--- src/rtl/hazard_ctrl.sv ---
// Hazard/forwarding controller for the 5-stage pipeline: operand forwarding, load-use stall,
// data-memory freeze and multi-cycle branch flush. Optional perf counters under HAZARD_PERF_EN.
module hazard_ctrl #(
  parameter int unsigned NUM_SRC     = 2,
  parameter int unsigned AW          = 5,
  parameter int unsigned FLUSH_EXTRA = 1,
  parameter int unsigned CNT_W       = 32
) (
  input  logic                    clk,
  input  logic                    rst_n,
  input  logic [NUM_SRC*AW-1:0]   ex_rs_addr,
  input  logic [NUM_SRC-1:0]      ex_rs_used,
  input  logic [AW-1:0]           mem_rd_addr,
  input  logic                    mem_reg_wr,
  input  logic                    mem_is_load,
  input  logic                    mem_req,
  input  logic                    mem_ready,
  input  logic [AW-1:0]           wb_rd_addr,
  input  logic                    wb_reg_wr,
  input  logic                    br_taken,
  output logic [2*NUM_SRC-1:0]    fwd_sel,
  output logic                    stall_if,
  output logic                    stall_dec,
  output logic                    stall_ex,
  output logic                    stall_mem,
  output logic                    bubble_mem,
  output logic                    bubble_wb,
  output logic                    if_flush,
  output logic                    dec_flush,
  output logic [CNT_W-1:0]        stall_cnt,
  output logic [CNT_W-1:0]        flush_cnt
);

  localparam int unsigned FCW = 4;

  typedef enum logic [0:0] {
    IDLE  = 1'b0,
    FLUSH = 1'b1
  } state_t;

  state_t             state, state_nxt;
  logic [FCW-1:0]     fcnt, fcnt_nxt;
  logic [2*NUM_SRC-1:0] fwd;
  logic               mem_hit;
  logic               freeze;
  logic               load_use;
  logic               br_acc;

  // Per-operand forward select; MEM result is newer than WB so it wins.
  always_comb begin
    logic [AW-1:0] src;
    fwd     = '0;
    mem_hit = 1'b0;
    src     = '0;
    for (int i = 0; i < int'(NUM_SRC); i++) begin
      src = ex_rs_addr[i*AW +: AW];
      if (ex_rs_used[i] && (src != '0)) begin
        if (mem_reg_wr && (src == mem_rd_addr)) begin
          fwd[2*i +: 2] = 2'b01;
          mem_hit       = 1'b1;
        end else if (wb_reg_wr && (src == wb_rd_addr)) begin
          fwd[2*i +: 2] = 2'b10;
        end
      end
    end
  end

  assign freeze   = mem_req & ~mem_ready;
  assign load_use = ~freeze & mem_is_load & mem_hit;
  assign br_acc   = br_taken & ~freeze & ~load_use;

  always_ff @(posedge clk or negedge rst_n) begin
    if (!rst_n) begin
      state <= IDLE;
      fcnt  <= '0;
    end else begin
      state <= state_nxt;
      fcnt  <= fcnt_nxt;
    end
  end

  // Outputs are forced to their reset values while rst_n is low.
  always_comb begin
    state_nxt  = state;
    fcnt_nxt   = fcnt;
    fwd_sel    = '0;
    stall_if   = 1'b0;
    stall_dec  = 1'b0;
    stall_ex   = 1'b0;
    stall_mem  = 1'b0;
    bubble_mem = 1'b0;
    bubble_wb  = 1'b0;
    if_flush   = 1'b0;
    dec_flush  = 1'b0;
    if (rst_n) begin
      fwd_sel = fwd;
      if (freeze) begin
        stall_if  = 1'b1;
        stall_dec = 1'b1;
        stall_ex  = 1'b1;
        stall_mem = 1'b1;
        bubble_wb = 1'b1;
      end else begin
        if (load_use) begin
          stall_if   = 1'b1;
          stall_dec  = 1'b1;
          stall_ex   = 1'b1;
          bubble_mem = 1'b1;
        end
        case (state)
          IDLE: begin
            if (br_acc) begin
              if_flush  = 1'b1;
              dec_flush = 1'b1;
              if (FLUSH_EXTRA != 0) begin
                fcnt_nxt  = FCW'(FLUSH_EXTRA);
                state_nxt = FLUSH;
              end
            end
          end
          FLUSH: begin
            if_flush = 1'b1;
            // A new redirect restarts the extra-flush window.
            if (br_acc) begin
              dec_flush = 1'b1;
              fcnt_nxt  = FCW'(FLUSH_EXTRA);
            end else begin
              fcnt_nxt = FCW'(fcnt - FCW'(1));
              if (fcnt == FCW'(1)) state_nxt = IDLE;
            end
          end
          default: state_nxt = IDLE;
        endcase
      end
    end
  end

`ifdef HAZARD_PERF_EN
  logic [CNT_W-1:0] stall_q;
  logic [CNT_W-1:0] flush_q;

  always_ff @(posedge clk or negedge rst_n) begin
    if (!rst_n) begin
      stall_q <= '0;
      flush_q <= '0;
    end else begin
      if (stall_if | stall_dec | stall_ex | stall_mem) stall_q <= stall_q + CNT_W'(1);
      if (br_acc) flush_q <= flush_q + CNT_W'(1);
    end
  end

  assign stall_cnt = stall_q;
  assign flush_cnt = flush_q;
`else
  assign stall_cnt = '0;
  assign flush_cnt = '0;
`endif

endmodule

--- config.mk ---
export PLATFORM = sky130hd
export DESIGN_NAME = hazard_ctrl
export DESIGN_NICKNAME = d
export VERILOG_FILES = /design/src/rtl/hazard_ctrl.sv
export SDC_FILE = /design/constraint.sdc
export NUM_CORES = 1
export LEC_CHECK = 0
export ABC_AREA = 0
export CAP_MARGIN = 10
export CORE_UTILIZATION = 34
export CTS_CLUSTER_SIZE = 20
export DETAILED_ROUTE_END_ITERATION = 7
export GPL_TIMING_DRIVEN = 1
export PLACE_DENSITY = 0.93
export SKIP_LAST_GASP = 1
export SYNTH_ARGS = -nofsm -noshare
export SYNTH_HDL_FRONTEND = slang
export SYNTH_SLANG_ARGS = --single-unit
--- constraint.sdc ---
create_clock -name clk -period 4.8 [get_ports clk]
set_input_delay 1.44 -clock clk [delete_from_list [all_inputs] [get_ports clk]]
set_output_delay 1.44 -clock clk [all_outputs]
set_load 0.02 [all_outputs]
Word-level counts from Yosys, hierarchy flattened
Index checks and enable logic that the tools add are counted.
- bits in registers: 5
- output and inout bits: 76
- word-level logic and storage cells: 58
- $add $sub $neg: 1
- eq/ne operators: 6
- multiplexer cells: 30
- bitwise operators: 9
- reduce and logical (&&, ||, !) cells: 10
- operator list (kind ; number):
    $eq A5 B5 Y1 ; 4
    $mux W1 ; 18
    $mux W2 ; 6
    $mux W4 ; 3
    $reduce_bool A5 Y1 ; 2
    $pmux W4 S2 ; 1
    $logic_and A1 B1 Y1 ; 6
    $and A1 B1 Y1 ; 5
    $eq A4 B1 Y1 const B ; 1
    $not A1 Y1 ; 4
    $pmux W1 S2 ; 2
    $sub A4 B1 Y4 const B ; 1
    $reduce_and A3 Y1 ; 1
    $ne A2 B2 Y1 const B ; 1
    $reduce_and A2 Y1 ; 1

Logic depth before layout (Yosys ltp)
- depth after elaboration: 13
- mapped depth: 6
- gate-level depth less buffers: 6

Least setup slack after synthesis
OpenSTA, ideal clock, no wires.
- path type: in2out
- from: input port ex_rs_addr[1]
- to: output port stall_ex
- data arrival time: 2799 ps
- setup slack: 561 ps
- cell stages on the path: 6
- cells stage by stage: xor2_1 -> nor4_1 -> nand4_2 -> a21boi_4 -> a21o_2 -> buf_4
- cells in the longest elaborated chain, start to end: 10
- elaborated cells on any way between the ends: 12
- classes of those cells: 1 x eq/ne; 7 x mux; 1 x bitwise; 3 x reduce/logical
- ends and longest elaborated chain (element ; RTL line ; text):
    start, declared ; 11 ; input logic [NUM_SRC*AW-1:0] ex_rs_addr,
    $eq A5 B5 Y1 ; 58 ; if (mem_reg_wr && (src == mem_rd_addr)) begin
    $logic_and A1 B1 Y1 ; 58 ;
    $mux W1 ; 58 ;
    $mux W1 (*) ; 57 ; if (ex_rs_used[i] && (src != '0)) begin
    $mux W1 ; 58 ;
    $mux W1 (*) ; 57 ;
    $and A1 B1 Y1 (*) ; 69 ; assign load_use = ~freeze & mem_is_load & mem_hit;
    $mux W1 (*) (3 in a row) ; -- ;
    end, declared ; 24 ; output logic stall_ex,
Every way passes the cells marked *; elsewhere a longest branch is shown, timed or not.

Final worst setup path
- from: input port ex_rs_addr[1]
- to: output port stall_ex
- cells in the longest elaborated chain, start to end: 10
- elaborated cells on any way between the ends: 12
- classes of those cells: 1 x eq/ne; 7 x mux; 1 x bitwise; 3 x reduce/logical
- ends and longest elaborated chain (element ; RTL line ; text):
    $eq A5 B5 Y1 ; 58 ;
    $logic_and A1 B1 Y1 ; 58 ;
    $mux W1 ; 58 ;
    $mux W1 (*) ; 57 ;
    $mux W1 ; 58 ;
    $mux W1 (*) ; 57 ;
    $and A1 B1 Y1 (*) ; 69 ;
    $mux W1 (*) ; 104 ; if (load_use) begin
    $mux W1 (*) ; 97 ; if (freeze) begin
    $mux W1 (*) ; 95 ; if (rst_n) begin
Marked as above.

==> impl_metrics.ini <==
[run_status]
status = complete, no violations

[power_and_ir_drop]
ir_drop_mv = 0.0605
combPwrFrac_pct = 60.7
intPower_uw = 185
p_clk_share_pct = 14.5
power_uw = 345
p_per_area_nw_per_um2 = 230
power_switching_uw = 160
p_leak_nw = 0.777
swShare_pct = 46.3
seqPwrFrac_pct = 24.8

[finish]
layout.nets = 242
synthToLayoutAreaGrowth_pct = 25.0
antenna_cells = 0
layout-drive-gt1-share_pct = 14.4
design_area_um2 = 1500

[logic_synthesis]
ys.flop_type = dfrtp_1
synthArstFlopShare_pct = 100
yosys.area.top_type_share_pct = 41.8
yosysWarnings = 0
synth_area_leaders = buf_4 (42%), xnor2_1 (11%), dfrtp_1 (10%), xor2_1 (5.8%), nand2_1 (2.8%)
synth_cells = 154
synthDistinctLibCells = 33
synthTopCellsByCount = buf_4 (67), xnor2_1 (15), nand2_1 (9)
synth_edf_count = 0
yosys.area.top_type = buf_4
yosysSeqAreaShare_pct = 10.4
syn_avg_cell_area_um2 = 7.81
synth-seq-cells = 5
synth_most_common_cell = buf_4
synthesis.area_um2 = 1200

[sta]
hold_ws_ns = 0.577
finalHoldViolCount = 0
worst_slack_ns = 0.106
setup_viol = 0
slew_viol_final = 0
finalCriticalPeriod_ns = 4.69
tns_ns = 0
post-route-period-util_pct = 97.8
rsz0062_at_grt = yes
clock.fmax_ghz = 0.213
skew_ns = 0.00132

[routing]
drtIter0Drc = 23
wire_per_inst_um = 9.69
ant_nets = 0
drc_errors = 0
dr.pass1.iters = 4
finalWirelength_um = 2470
routed_via_density = 3.91
vias = 997

[placed_design]
pre_cts_slack_ns = -0.400
dpl.hpwl_um = 2220
place_congestion = 0.915
placed_area_um2 = 1510
portBuffers = 41

[critical_path]
critPathLaunchType = input pin
path_cells = clkdlybuf4s50_1, xor2_1, nor4_1, buf_4, nand4_2, a21boi_4, a21o_2, clkbuf_2
critPathMaxStageDelay_ns = 0.45
crit_required_ns = 3.36
crit_arrival_ns = 3.25
path_max_fanout = 4
path_delay_family = buffers and inverters
crit_path_end_kind = output port
path_buf_inv = 3
slowest_stage = clkdlybuf4s50_1
worstSetupPathType = input pin to output port

[floorplanning]
rows = 21
chipHeight_um = 61.5
die_w_um = 61.5
die-area_um2 = 3780
core_um2 = 3360
initial_core_util_pct = 35.8
io_pins = 106

[worst_hold_path]
hold_class = flop to flop

[global_routing]
grt_pass1_wl_um = 3660
grt_antenna_before_repair = 0
track_usage_pct = 13.1
grt-ovfl-total = 0
grt_start_max_net_pins = 8
grt_pass1_vias = 890

[clocking]
cts-htree-levels = 1
cts_sinks = 5
clkTransAtPathRegs_ns = 0.05
cts_buffers = 3
post_cts_buffers = 0
clock_latency_ns = 0.24
cts.path.max_buffers = 2
cts_tree = built
clock-root-buffer = clkbuf_4

[flow_run]
cap_violations = 0
==> per-layer routing <==
| metal | global-route usage [%] | wire, um |
|---|---|---|
| met5 | 0 | 0 |
| met4 | 6.35 | 0 |
| met3 | 2.52 | 227 |
| met2 | 25.8 | 1330 |
| met1 | 13.1 | 915 |
==> logic make-up (layout without fill, tap and decap cells) <==
group,after synthesis,in the layout,share of synthesized area [%]
AOI/OAI and AO/OA,13,13,8.53
xor gates and xnor gates,23,23,16.8
adders and majority gates,2,2,2.08
buffers and inverters,72,64,43.4
DFF,5,5,10.4
muxes,1,1,0.832
other,1,64,0.312
and+or+nand+nor,37,37,17.7
==> flip-flops by register name, summed over array words and instances (netlist names) <==
signal  cells
fcnt        4
state       1
==> per-stage QoR <==
step	cells	utilization [%]
final	255	44.7
after global routing	255	44.7
after CTS	255	44.9
after detailed placement	251	45.0
after global placement	251	45.0
after floorplan	217	-
==> cell usage in the layout, fill, tap and decap left out, types with 3 or more instances in the layout <==
cell type | netlist | final
a221o_1 | 3 | 3
buf_2 | 0 | 3
buf_4 | 67 | 16
clkbuf_4 | 0 | 3
clkdlybuf4s50_1 | 0 | 25
conb_1 | 1 | 64
dfrtp_1 | 5 | 5
dlygate4sd2_1 | 0 | 9
inv_1 | 4 | 4
nand2_1 | 9 | 9
nor2_1 | 5 | 5
nor3_1 | 3 | 3
nor4_1 | 3 | 3
o21ai_0 | 3 | 3
xnor2_1 | 15 | 15
xor2_1 | 8 | 8
==> power groups by stage <==
| stage | Sequential [mW] | Combinational [mW] | Clock (mW) |
|---|---|---|---|
| floorplan | 0.0789 | 0.189 | 0 |
| global placement | 0.0843 | 0.205 | 0 |
| detailed placement | 0.0847 | 0.214 | 0 |
| CTS | 0.0853 | 0.210 | 0.0544 |
| global route | 0.0882 | 0.232 | 0.0558 |
| finish | 0.0857 | 0.209 | 0.0501 |
==> final timing paths <==
| check | end | slack, ns | depth (start not counted) | startpoint |
|---|---|---|---|---|
| min in group asynchronous | state$_DFFE_PN0P_ | 1.67 | 2 | rst_n |
| max in group asynchronous | fcnt[1]$_DFFE_PN0P_ | 3.01 | 2 | rst_n |
| max | stall_ex | 0.11 | 8 | ex_rs_addr[1] |
| max reg2reg | fcnt[3]$_DFFE_PN0P_ | 3.26 | 4 | fcnt[2]$_DFFE_PN0P_ |
| min reg2reg | fcnt[1]$_DFFE_PN0P_ | 0.58 | 1 | fcnt[1]$_DFFE_PN0P_ |
| min | fcnt[1]$_DFFE_PN0P_ | 0.58 | 1 | fcnt[1]$_DFFE_PN0P_ |
==> repair_timing <==
item / 4_1_cts / 5_1_grt
pin swaps: 1 / 0
hold buffers: 0 / 0
setup endpoints to repair: 10 / 4
gates cloned: 0 / 0
gates resized for setup: 27 / 7
==> layout make-up <==
cell class / instances / area, um^2
Sequential cell: 5 / 125
Fill cell: 358 / 1860
Multi-Input combinational cell: 140 / 792
Timing Repair Buffer: 56 / 487
Inverter: 4 / 15.0
Clock buffer: 4 / 26.3
Tap cell: 46 / 57.6
(Power assumes the default switching activity.)
